### src/rtl/axis_arb_pkg.sv
// Shared types and helpers for the packet-granular AXI-stream arbiter.
package axis_arb_pkg;

    typedef enum logic {
        ARB  = 1'b0,
        PASS = 1'b1
    } arb_state_t;

    localparam int FORCED_CNT_W = 16;

    // Index width that never collapses to zero bits for tiny N.
    function automatic int clog2_min1(input int n);
        return (n <= 2) ? 1 : $clog2(n);
    endfunction

endpackage

### src/rtl/axis_packet_arbiter_rr_pick.sv
// Rotating priority encoder: first asserted request at or above ptr, wrapping at N.
module rr_pick
    import axis_arb_pkg::*;
#(
    parameter int N  = 4,
    parameter int IW = clog2_min1(N)
) (
    input  logic [N-1:0]  req,
    input  logic [IW-1:0] ptr,
    output logic          found,
    output logic [IW-1:0] idx
);

    logic [IW-1:0] cand;

    // Walk offsets from farthest to nearest so the nearest match wins.
    always_comb begin
        found = 1'b0;
        idx   = '0;
        cand  = '0;
        for (int k = N - 1; k >= 0; k--) begin
            cand = IW'((int'(ptr) + k) % N);
            if (req[cand]) begin
                found = 1'b1;
                idx   = cand;
            end
        end
    end

endmodule

### src/rtl/axis_packet_arbiter.sv
// Round-robin packet arbiter: holds a grant from first beat to tlast, forces tlast
// after MAX_BEATS beats, and drives the shared stream through one output register.
module axis_packet_arbiter
    import axis_arb_pkg::*;
#(
    parameter int N_IN      = 4,
    parameter int DWIDTH    = 24,
    parameter int MAX_BEATS = 256
) (
    input  logic                     clk,
    input  logic                     reset_n,
    input  logic [N_IN*DWIDTH-1:0]   in_data,
    input  logic [N_IN-1:0]          in_valid,
    input  logic [N_IN-1:0]          in_last,
    output logic [N_IN-1:0]          in_ready,
    output logic [DWIDTH-1:0]        out_data,
    output logic                     out_valid,
    output logic                     out_last,
    input  logic                     out_ready,
    output logic [$clog2(N_IN)-1:0]  out_src,
    output logic [FORCED_CNT_W-1:0]  forced_count
);

    localparam int IW = clog2_min1(N_IN);
    localparam int BW = $clog2(MAX_BEATS + 1);
    localparam logic [BW-1:0] LIMIT_CNT = BW'(MAX_BEATS - 1);

    arb_state_t               state_q, state_d;
    logic [IW-1:0]            grant_q, grant_d;
    logic [IW-1:0]            rr_ptr_q, rr_ptr_d;
    logic [BW-1:0]            beat_cnt_q, beat_cnt_d;
    logic [DWIDTH-1:0]        out_data_q, out_data_d;
    logic                     out_valid_q, out_valid_d;
    logic                     out_last_q, out_last_d;
    logic [IW-1:0]            out_src_q, out_src_d;
    logic [FORCED_CNT_W-1:0]  forced_cnt_q, forced_cnt_d;

    logic              pick_found;
    logic [IW-1:0]     pick_idx;
    logic              out_free;
    logic [DWIDTH-1:0] sel_data;
    logic              sel_valid;
    logic              sel_last;
    logic              accept;
    logic              at_limit;
    logic              beat_last;

    rr_pick #(
        .N  (N_IN),
        .IW (IW)
    ) u_rr_pick (
        .req   (in_valid),
        .ptr   (rr_ptr_q),
        .found (pick_found),
        .idx   (pick_idx)
    );

    assign out_free = !out_valid_q || out_ready;

    always_comb begin
        sel_data  = '0;
        sel_valid = 1'b0;
        sel_last  = 1'b0;
        in_ready  = '0;
        for (int i = 0; i < N_IN; i++) begin
            if (grant_q == IW'(i)) begin
                sel_data  = in_data[i*DWIDTH +: DWIDTH];
                sel_valid = in_valid[i];
                sel_last  = in_last[i];
                in_ready[i] = (state_q == PASS) && out_free;
            end
        end
    end

    assign accept    = (state_q == PASS) && out_free && sel_valid;
    assign at_limit  = (beat_cnt_q == LIMIT_CNT);
    assign beat_last = sel_last || at_limit;

    always_comb begin
        state_d      = state_q;
        grant_d      = grant_q;
        rr_ptr_d     = rr_ptr_q;
        beat_cnt_d   = beat_cnt_q;
        out_data_d   = out_data_q;
        out_valid_d  = out_valid_q;
        out_last_d   = out_last_q;
        out_src_d    = out_src_q;
        forced_cnt_d = forced_cnt_q;

        if (out_valid_q && out_ready) begin
            out_valid_d = 1'b0;
        end

        case (state_q)
            ARB: begin
                // Arbitration may overlap a stalled final beat; in_ready still gates on out_free.
                if (pick_found) begin
                    grant_d = pick_idx;
                    state_d = PASS;
                end
            end
            PASS: begin
                if (accept) begin
                    out_data_d  = sel_data;
                    out_valid_d = 1'b1;
                    out_last_d  = beat_last;
                    out_src_d   = grant_q;
                    if (beat_last) begin
                        beat_cnt_d = '0;
                        rr_ptr_d   = (grant_q == IW'(N_IN - 1)) ? '0 : grant_q + 1'b1;
                        state_d    = ARB;
                        if (!sel_last && (forced_cnt_q != '1)) begin
                            forced_cnt_d = forced_cnt_q + 1'b1;
                        end
                    end else begin
                        beat_cnt_d = beat_cnt_q + 1'b1;
                    end
                end
            end
            default: state_d = ARB;
        endcase
    end

    always_ff @(posedge clk or negedge reset_n) begin
        if (!reset_n) begin
            state_q      <= ARB;
            grant_q      <= '0;
            rr_ptr_q     <= '0;
            beat_cnt_q   <= '0;
            out_data_q   <= '0;
            out_valid_q  <= 1'b0;
            out_last_q   <= 1'b0;
            out_src_q    <= '0;
            forced_cnt_q <= '0;
        end else begin
            state_q      <= state_d;
            grant_q      <= grant_d;
            rr_ptr_q     <= rr_ptr_d;
            beat_cnt_q   <= beat_cnt_d;
            out_data_q   <= out_data_d;
            out_valid_q  <= out_valid_d;
            out_last_q   <= out_last_d;
            out_src_q    <= out_src_d;
            forced_cnt_q <= forced_cnt_d;
        end
    end

    assign out_data     = out_data_q;
    assign out_valid    = out_valid_q;
    assign out_last     = out_last_q;
    assign out_src      = out_src_q;
    assign forced_count = forced_cnt_q;

endmodule
### config.mk
export PLATFORM = sky130hd
export DESIGN_NAME = axis_packet_arbiter
export DESIGN_NICKNAME = d
export VERILOG_FILES = /design/src/rtl/axis_arb_pkg.sv /design/src/rtl/axis_packet_arbiter_rr_pick.sv /design/src/rtl/axis_packet_arbiter.sv
export SDC_FILE = /design/constraint.sdc
export NUM_CORES = 1
export LEC_CHECK = 0
export ABC_AREA = 1
export ABC_CLOCK_PERIOD_IN_PS = 1800
export CORE_MARGIN = 2
export CORE_UTILIZATION = 39
export CTS_CLUSTER_DIAMETER = 40
export DETAILED_ROUTE_END_ITERATION = 8
export GPL_TIMING_DRIVEN = 0
export PLACE_DENSITY = 0.77
export SLEW_MARGIN = 20
export SYNTH_ARGS = -nofsm -noshare
export SYNTH_HDL_FRONTEND = slang
export SYNTH_SLANG_ARGS = --single-unit
### constraint.sdc
create_clock -name clk -period 1.8 [get_ports clk]
set_input_delay 0.36 -clock clk [delete_from_list [all_inputs] [get_ports clk]]
set_output_delay 0.36 -clock clk [all_outputs]
set_load 0.01 [all_outputs]
Word-level counts from Yosys, hierarchy flattened
Index checks and enable logic that the tools add are counted.
W data, S select, Z words.
Word-level totals
  register bits after elaboration: 58
  input bits: 107
  output and inout port bits: 48
  logic and storage cells: 79
Operators by class
  add/sub/neg operators: 6
  magnitude comparators: 4
  eq/ne operators: 5
  mux-type cells: 41
  bitwise logic cells: 1
  reductions and logical operators: 13
Operator list (count)
  $mux W24: 4
  $mux W1: 26
  $add A16 B1 Y16 const B: 1
  $ne A16 B16 Y1 const B: 1
  $lt A2 B3 Y1 const B: 4
  $mux W2: 5
  $add A9 B1 Y9 const B: 1
  $eq A9 B8 Y1 const B: 1
  $mux W9: 1
  $bmux W1 S2: 4
  $add A2 B1 Y2 const B: 2
  $add A2 B2 Y2 const B: 2
  $eq A2 B2 Y1 const B: 2
  $logic_and A1 B1 Y1: 4
  $reduce_and A2 Y1: 2
  $reduce_and A4 Y1: 1
  $reduce_and A3 Y1: 1
  $eq A2 B1 Y1 const B: 1
  $logic_not A1 Y1: 2
  $logic_not A2 Y1: 1
  $logic_or A1 B1 Y1: 2
  $pmux W1 S2: 1
  $not A1 Y1: 1

Depth between registers and ports, before layout
  depth in word-level cells: 9
  depth in mapped cells: 14
  mapped depth without buffers: 13

Hierarchy
A second synthesis with hierarchy kept.
Second synthesis, totals
  cells, all modules: 553
  area total of the unflattened synthesis: 3803.6 µm²
Modules (own cells, without submodules)
  axis_packet_arbiter: instances 1, cells each 507, area each 3590.9 µm², sequential area each 1451.4 µm²
  rr_pick: instances 1, cells each 46, area each 212.7 µm², sequential area each 0.0 µm²

Least setup slack after synthesis
OpenSTA, ideal clock, no wires.
  path kind: register to register
  from: reg beat_cnt_q[0]
  to: reg forced_cnt_q[3] (netlist: forced_count[3])
  setup time: 0.117 ns
  arrival: 1.628 ns
  required time: 1.683 ns
  path slack: 0.055 ns
  cell stages (with the launch flop): 12
  path buffers: 1
  clock period less this slack: 1.745 ns
  cells stage by stage: dfrtp_1 > ha_1 > nand2_1 > nor3_1 > and3_1 > ha_1 > nand3b_2 > nand3_2 > inv_2 > buf_4 > nand2_1 > nand2_1
Between the ends
  cells in the longest elaborated chain, start to end: 3
Ends and longest elaborated chain
  start, declared: RTL line axis_packet_arbiter.sv:31  | logic [BW-1:0] beat_cnt_q, beat_cnt_d;
  start signal, assigned: RTL line axis_packet_arbiter.sv:139  | beat_cnt_q <= beat_cnt_d;
  $eq A9 B8 Y1: RTL line axis_packet_arbiter.sv:76  | assign at_limit = (beat_cnt_q == LIMIT_CNT);
  $logic_or A1 B1 Y1: RTL line axis_packet_arbiter.sv:77  | assign beat_last = sel_last || at_limit;
  $reduce_and A4 Y1 (no source line)
  end signal, assigned: RTL line axis_packet_arbiter.sv:144  | forced_cnt_q <= forced_cnt_d;
  end, declared: RTL line axis_packet_arbiter.sv:36  | logic [FORCED_CNT_W-1:0] forced_cnt_q, forced_cnt_d;
No other way between the ends.
A chain may end at the register's enable or synchronous reset.

Worst setup path in the final report
  from: reg beat_cnt_q[1]
  to: reg forced_cnt_q[13] (netlist: forced_count[13])
Same word-level chain as after synthesis.

==> metrics.md <==
| Metric | Value |
|---|---|
| Maximum fanout along the worst path | 5 |
| Share of cells above drive strength 1 | 16.5% |
| Maximum capacitance violations | 0 |
| Achievable Freq | 0.514 GHz |
| Initial antenna violation count | 0 |
| Design area | 0.00617 mm² |
| Required time of the critical path | 2.09 ns |
| GRT overflow | 0 |
| Slew Limit Headroom | 66.7% |
| Height of the die | 101 µm |
| Layout fillers | 723 |
| Hold slack | 0.351 ns |
| Clock root buffer master | sky130_fd_sc_hd__clkbuf_8 |
| Global-route wire length before repair | 19800 µm |
| Port Buf Inserts | 154 |
| Transition time of the tightest slew-check pin | 0.499 ns |
| Placement Cell Area | 0.00536 mm² |
| Most used flip-flop cell after synthesis | sky130_fd_sc_hd__dfrtp_1 |
| Sequential cell area | 0.00146 mm² |
| Ant diodes | 0 |
| Startpoint type of the worst setup path | register |
| Placer congestion estimate | 0.955 |
| Core area | 0.00915 mm² |
| Dpl ws | -0.749 ns |
| Top area cells in the synthesized netlist | sky130_fd_sc_hd__dfrtp_1 (40%), sky130_fd_sc_hd__nand2_1 (19%), sky130_fd_sc_hd__nor2_1 (6.0%), sky130_fd_sc_hd__o211ai_1 (5.1%), sky130_fd_sc_hd__a31oi_1 (4.3%) |
| Static leakage | 2.66 nW |
| Growth of design area from synthesis to finish | 68.9% |
| Result of the run | complete, but fails checks |
| DPL Wire Length | 8970 µm |
| Number of rows in the core area | 35 |
| Number of ports placed on the die boundary | 155 |
| H-tree depth | 3 |
| EDFF count, synth | 0 |
| Detailed Route Iter0 Violations | 209 |
| Clock slew at reported path FFs | 0.08 ns |
| Largest voltage drop on the vdd net | 755 µV |
| Clk_lat worst skew | 0.35 ns |
| Final Setup Violations | 49 |
| Cell taking the most area after synthesis | sky130_fd_sc_hd__dfrtp_1 |
| Die X-Extent | 101 µm |
| Nets@finish | 822 |
| Synthesized cell area | 0.00365 mm² |
| Yosys Warn Count | 0 |
| Residual antenna-violating net count after detailed routing | 0 |
| Yosys reg bits | 58 |
| Final Hold Viols | 0 |
| Routed vias | 4305 |
| Max-slew violation count | 0 |
| Vias per Instance | 5.22 |
| Sequential element share of the synthesized area | 39.7% |
| Synth async-reset ratio | 100% |
| Clk sink count | 58 |
| Dominant cell by count in the synthesized netlist | sky130_fd_sc_hd__nand2_1 |
| Number of library cell types mapped by synthesis | 31 |
| Gate count after technology mapping | 512 |
| Post-synthesis net count | 626 |
| Setup TNS | -3.57 ns |
| Class of the tightest hold or removal check | input port to async pin |
| All-Layer GR Usage | 24.9% |
| Total wire length after detailed routing | 12800 µm |
| Die Area | 0.0102 mm² |
| Avg Cell Area, Syn | 7.14 µm² |
| Overall Power | 9.77 mW |
| Vias in the first global route | 4165 |
| Wire per inst | 15.6 µm |
| Largest net degree at the start of global routing | 58 |
| Final routed DRC violation total | 0 |
| Final Critical Period | 1.95 ns |
| Category of the worst setup path capture point | register |
| Pre-Repair DR Iteration Count | 5 |
| Arrival time worst endpoint | 2.24 ns |
| Most frequent cells after synthesis | sky130_fd_sc_hd__nand2_1 (182), sky130_fd_sc_hd__dfrtp_1 (58), sky130_fd_sc_hd__nor2_1 (58) |
| Clock tree from TritonCTS | built |
| Smallest setup slack after layout | -0.147 ns |
| Top cell type's share of synthesized area | 39.7% |
| Multi-input gate area in the final layout | 0.00212 mm² |
| Max Buffers Root-to-Sink | 2 |
| Period Utilization, post-route | 108% |
| Kind of critical path | register to register |
| Setup repair after global routing missed its margin | true |
| Initial core utilization | 39.9% |
| Inserted Clock Buffers | 9 |
| Clock tree skew after final layout | 0.0118 ns |
| Violations in the final reports | negative setup slack |
| Power density normalized to cell area | 1580 mW/mm² |
==> layer usage <==
metal / GRT usage [%] / routed length [µm]
met5: 0 / 0
met4: 8.54 / 346
met3: 6.80 / 1010
met2: 46.4 / 6750
met1: 26.8 / 4740
==> sequential cells by signal (all words and copies together), names as in the netlist <==
signal,cells
beat_cnt_q,9
state_q,1
out_valid,1
out_data,24
rr_ptr_q,2
out_last,1
forced_count,16
out_src,2
grant_q,2
==> per-stage QoR <==
step,std cells,util [%]
floorplan,512,-
global placement,777,58.3
detailed placement,778,58.6
CTS,818,66.1
global route,824,67.4
finish,824,67.4
==> repair_timing <==
action / in CTS / in global routing
hold buffers: 1 / 0
pin swaps: 13 / 11
cloned: 5 / 0
setup buffers: 18 / 9
endpoints found under the hold margin: 1 / 0
endpoints found under the setup margin: 60 / 61
resized for setup: 107 / 28
==> worst max-delay path: stages, from the launching register on <==
cell and delay [ns]:
sky130_fd_sc_hd__dfrtp_1 0.38, sky130_fd_sc_hd__ha_2 0.22, sky130_fd_sc_hd__nand2_2 0.09, sky130_fd_sc_hd__nor3_4 0.20, sky130_fd_sc_hd__and3_1 0.17, sky130_fd_sc_hd__ha_1 0.15, sky130_fd_sc_hd__nand3b_4 0.17, sky130_fd_sc_hd__nand3_4 0.15
sky130_fd_sc_hd__inv_4 0.12, sky130_fd_sc_hd__buf_4 0.13, sky130_fd_sc_hd__nand2_1 0.05, sky130_fd_sc_hd__nand2_1 0.05
==> final cells by class <==
cell class / instances / share of cell area (%)
Multi-Input combinational cell: 392 / 34.3
Inverter: 36 / 2.76
Clock buffer: 11 / 2.13
Buffer: 23 / 3.65
Timing Repair Buffer: 188 / 30.4
Tap cell: 111 / 2.25
Sequential cell: 58 / 23.6
Clock inverter: 5 / 0.892
==> worst paths after layout <==
path / slack (ns) / depth (start not counted) / startpoint / to
worst max-delay path: -0.15 / 11 / beat_cnt_q[1]$_DFFE_PN0P_ / forced_count[13]$_DFFE_PN0P_
worst min-delay path: 0.35 / 2 / reset_n / forced_count[2]$_DFFE_PN0P_
worst max register to register: -0.15 / 11 / beat_cnt_q[1]$_DFFE_PN0P_ / forced_count[13]$_DFFE_PN0P_
worst min register to register: 0.50 / 2 / out_last$_DFFE_PN0P_ / out_last$_DFFE_PN0P_
max in group asynchronous: 0.98 / 3 / reset_n / grant_q[0]$_DFFE_PN0P_
min in group clk: 0.50 / 2 / out_last$_DFFE_PN0P_ / out_last$_DFFE_PN0P_
==> cells in the final DEF (no fill, tap or decap), types with 2 or more instances in the layout <==
master,count
sky130_fd_sc_hd__nand2_1,165
sky130_fd_sc_hd__clkdlybuf4s50_1,149
sky130_fd_sc_hd__dfrtp_1,54
sky130_fd_sc_hd__nor2_1,53
sky130_fd_sc_hd__inv_1,30
sky130_fd_sc_hd__a21oi_1,26
sky130_fd_sc_hd__o211ai_1,25
sky130_fd_sc_hd__a31oi_1,25
sky130_fd_sc_hd__buf_4,23
sky130_fd_sc_hd__nand3_1,19
sky130_fd_sc_hd__buf_6,18
sky130_fd_sc_hd__nand2_2,15
sky130_fd_sc_hd__xnor2_1,10
sky130_fd_sc_hd__xor2_1,9
sky130_fd_sc_hd__clkbuf_8,9
sky130_fd_sc_hd__o21ai_0,8
sky130_fd_sc_hd__o21ai_1,7
sky130_fd_sc_hd__clkbuf_1,6
sky130_fd_sc_hd__buf_2,5
sky130_fd_sc_hd__nor2_4,4
sky130_fd_sc_hd__ha_4,4
sky130_fd_sc_hd__dfrtp_2,4
sky130_fd_sc_hd__inv_4,3
sky130_fd_sc_hd__buf_8,3
sky130_fd_sc_hd__nor3_1,3
sky130_fd_sc_hd__clkbuf_2,3
sky130_fd_sc_hd__inv_8,2
sky130_fd_sc_hd__nand2_4,2
sky130_fd_sc_hd__a21oi_4,2
sky130_fd_sc_hd__clkbuf_16,2
sky130_fd_sc_hd__nor2_2,2
sky130_fd_sc_hd__ha_1,2
sky130_fd_sc_hd__clkinv_2,2
sky130_fd_sc_hd__clkinvlp_4,2
sky130_fd_sc_hd__buf_16,2
==> where the power goes <==
| part | switching, mW | leakage [nW] | internal (mW) |
|---|---|---|---|
| combinational | 3.31 | 1.86 | 3.08 |
| sequential | 0.385 | 0.713 | 1.81 |
| clock | 0.553 | 0.0893 | 0.635 |
==> logic make-up after synthesis <==
| group | synth area share [%] |
|---|---|
| simple gates | 29.0 |
| xor+xnor | 4.55 |
| buf+inv | 7.67 |
| compound gates | 16.6 |
| flops | 39.7 |
| fa+ha+maj | 2.40 |
(Power assumes the default switching activity.)
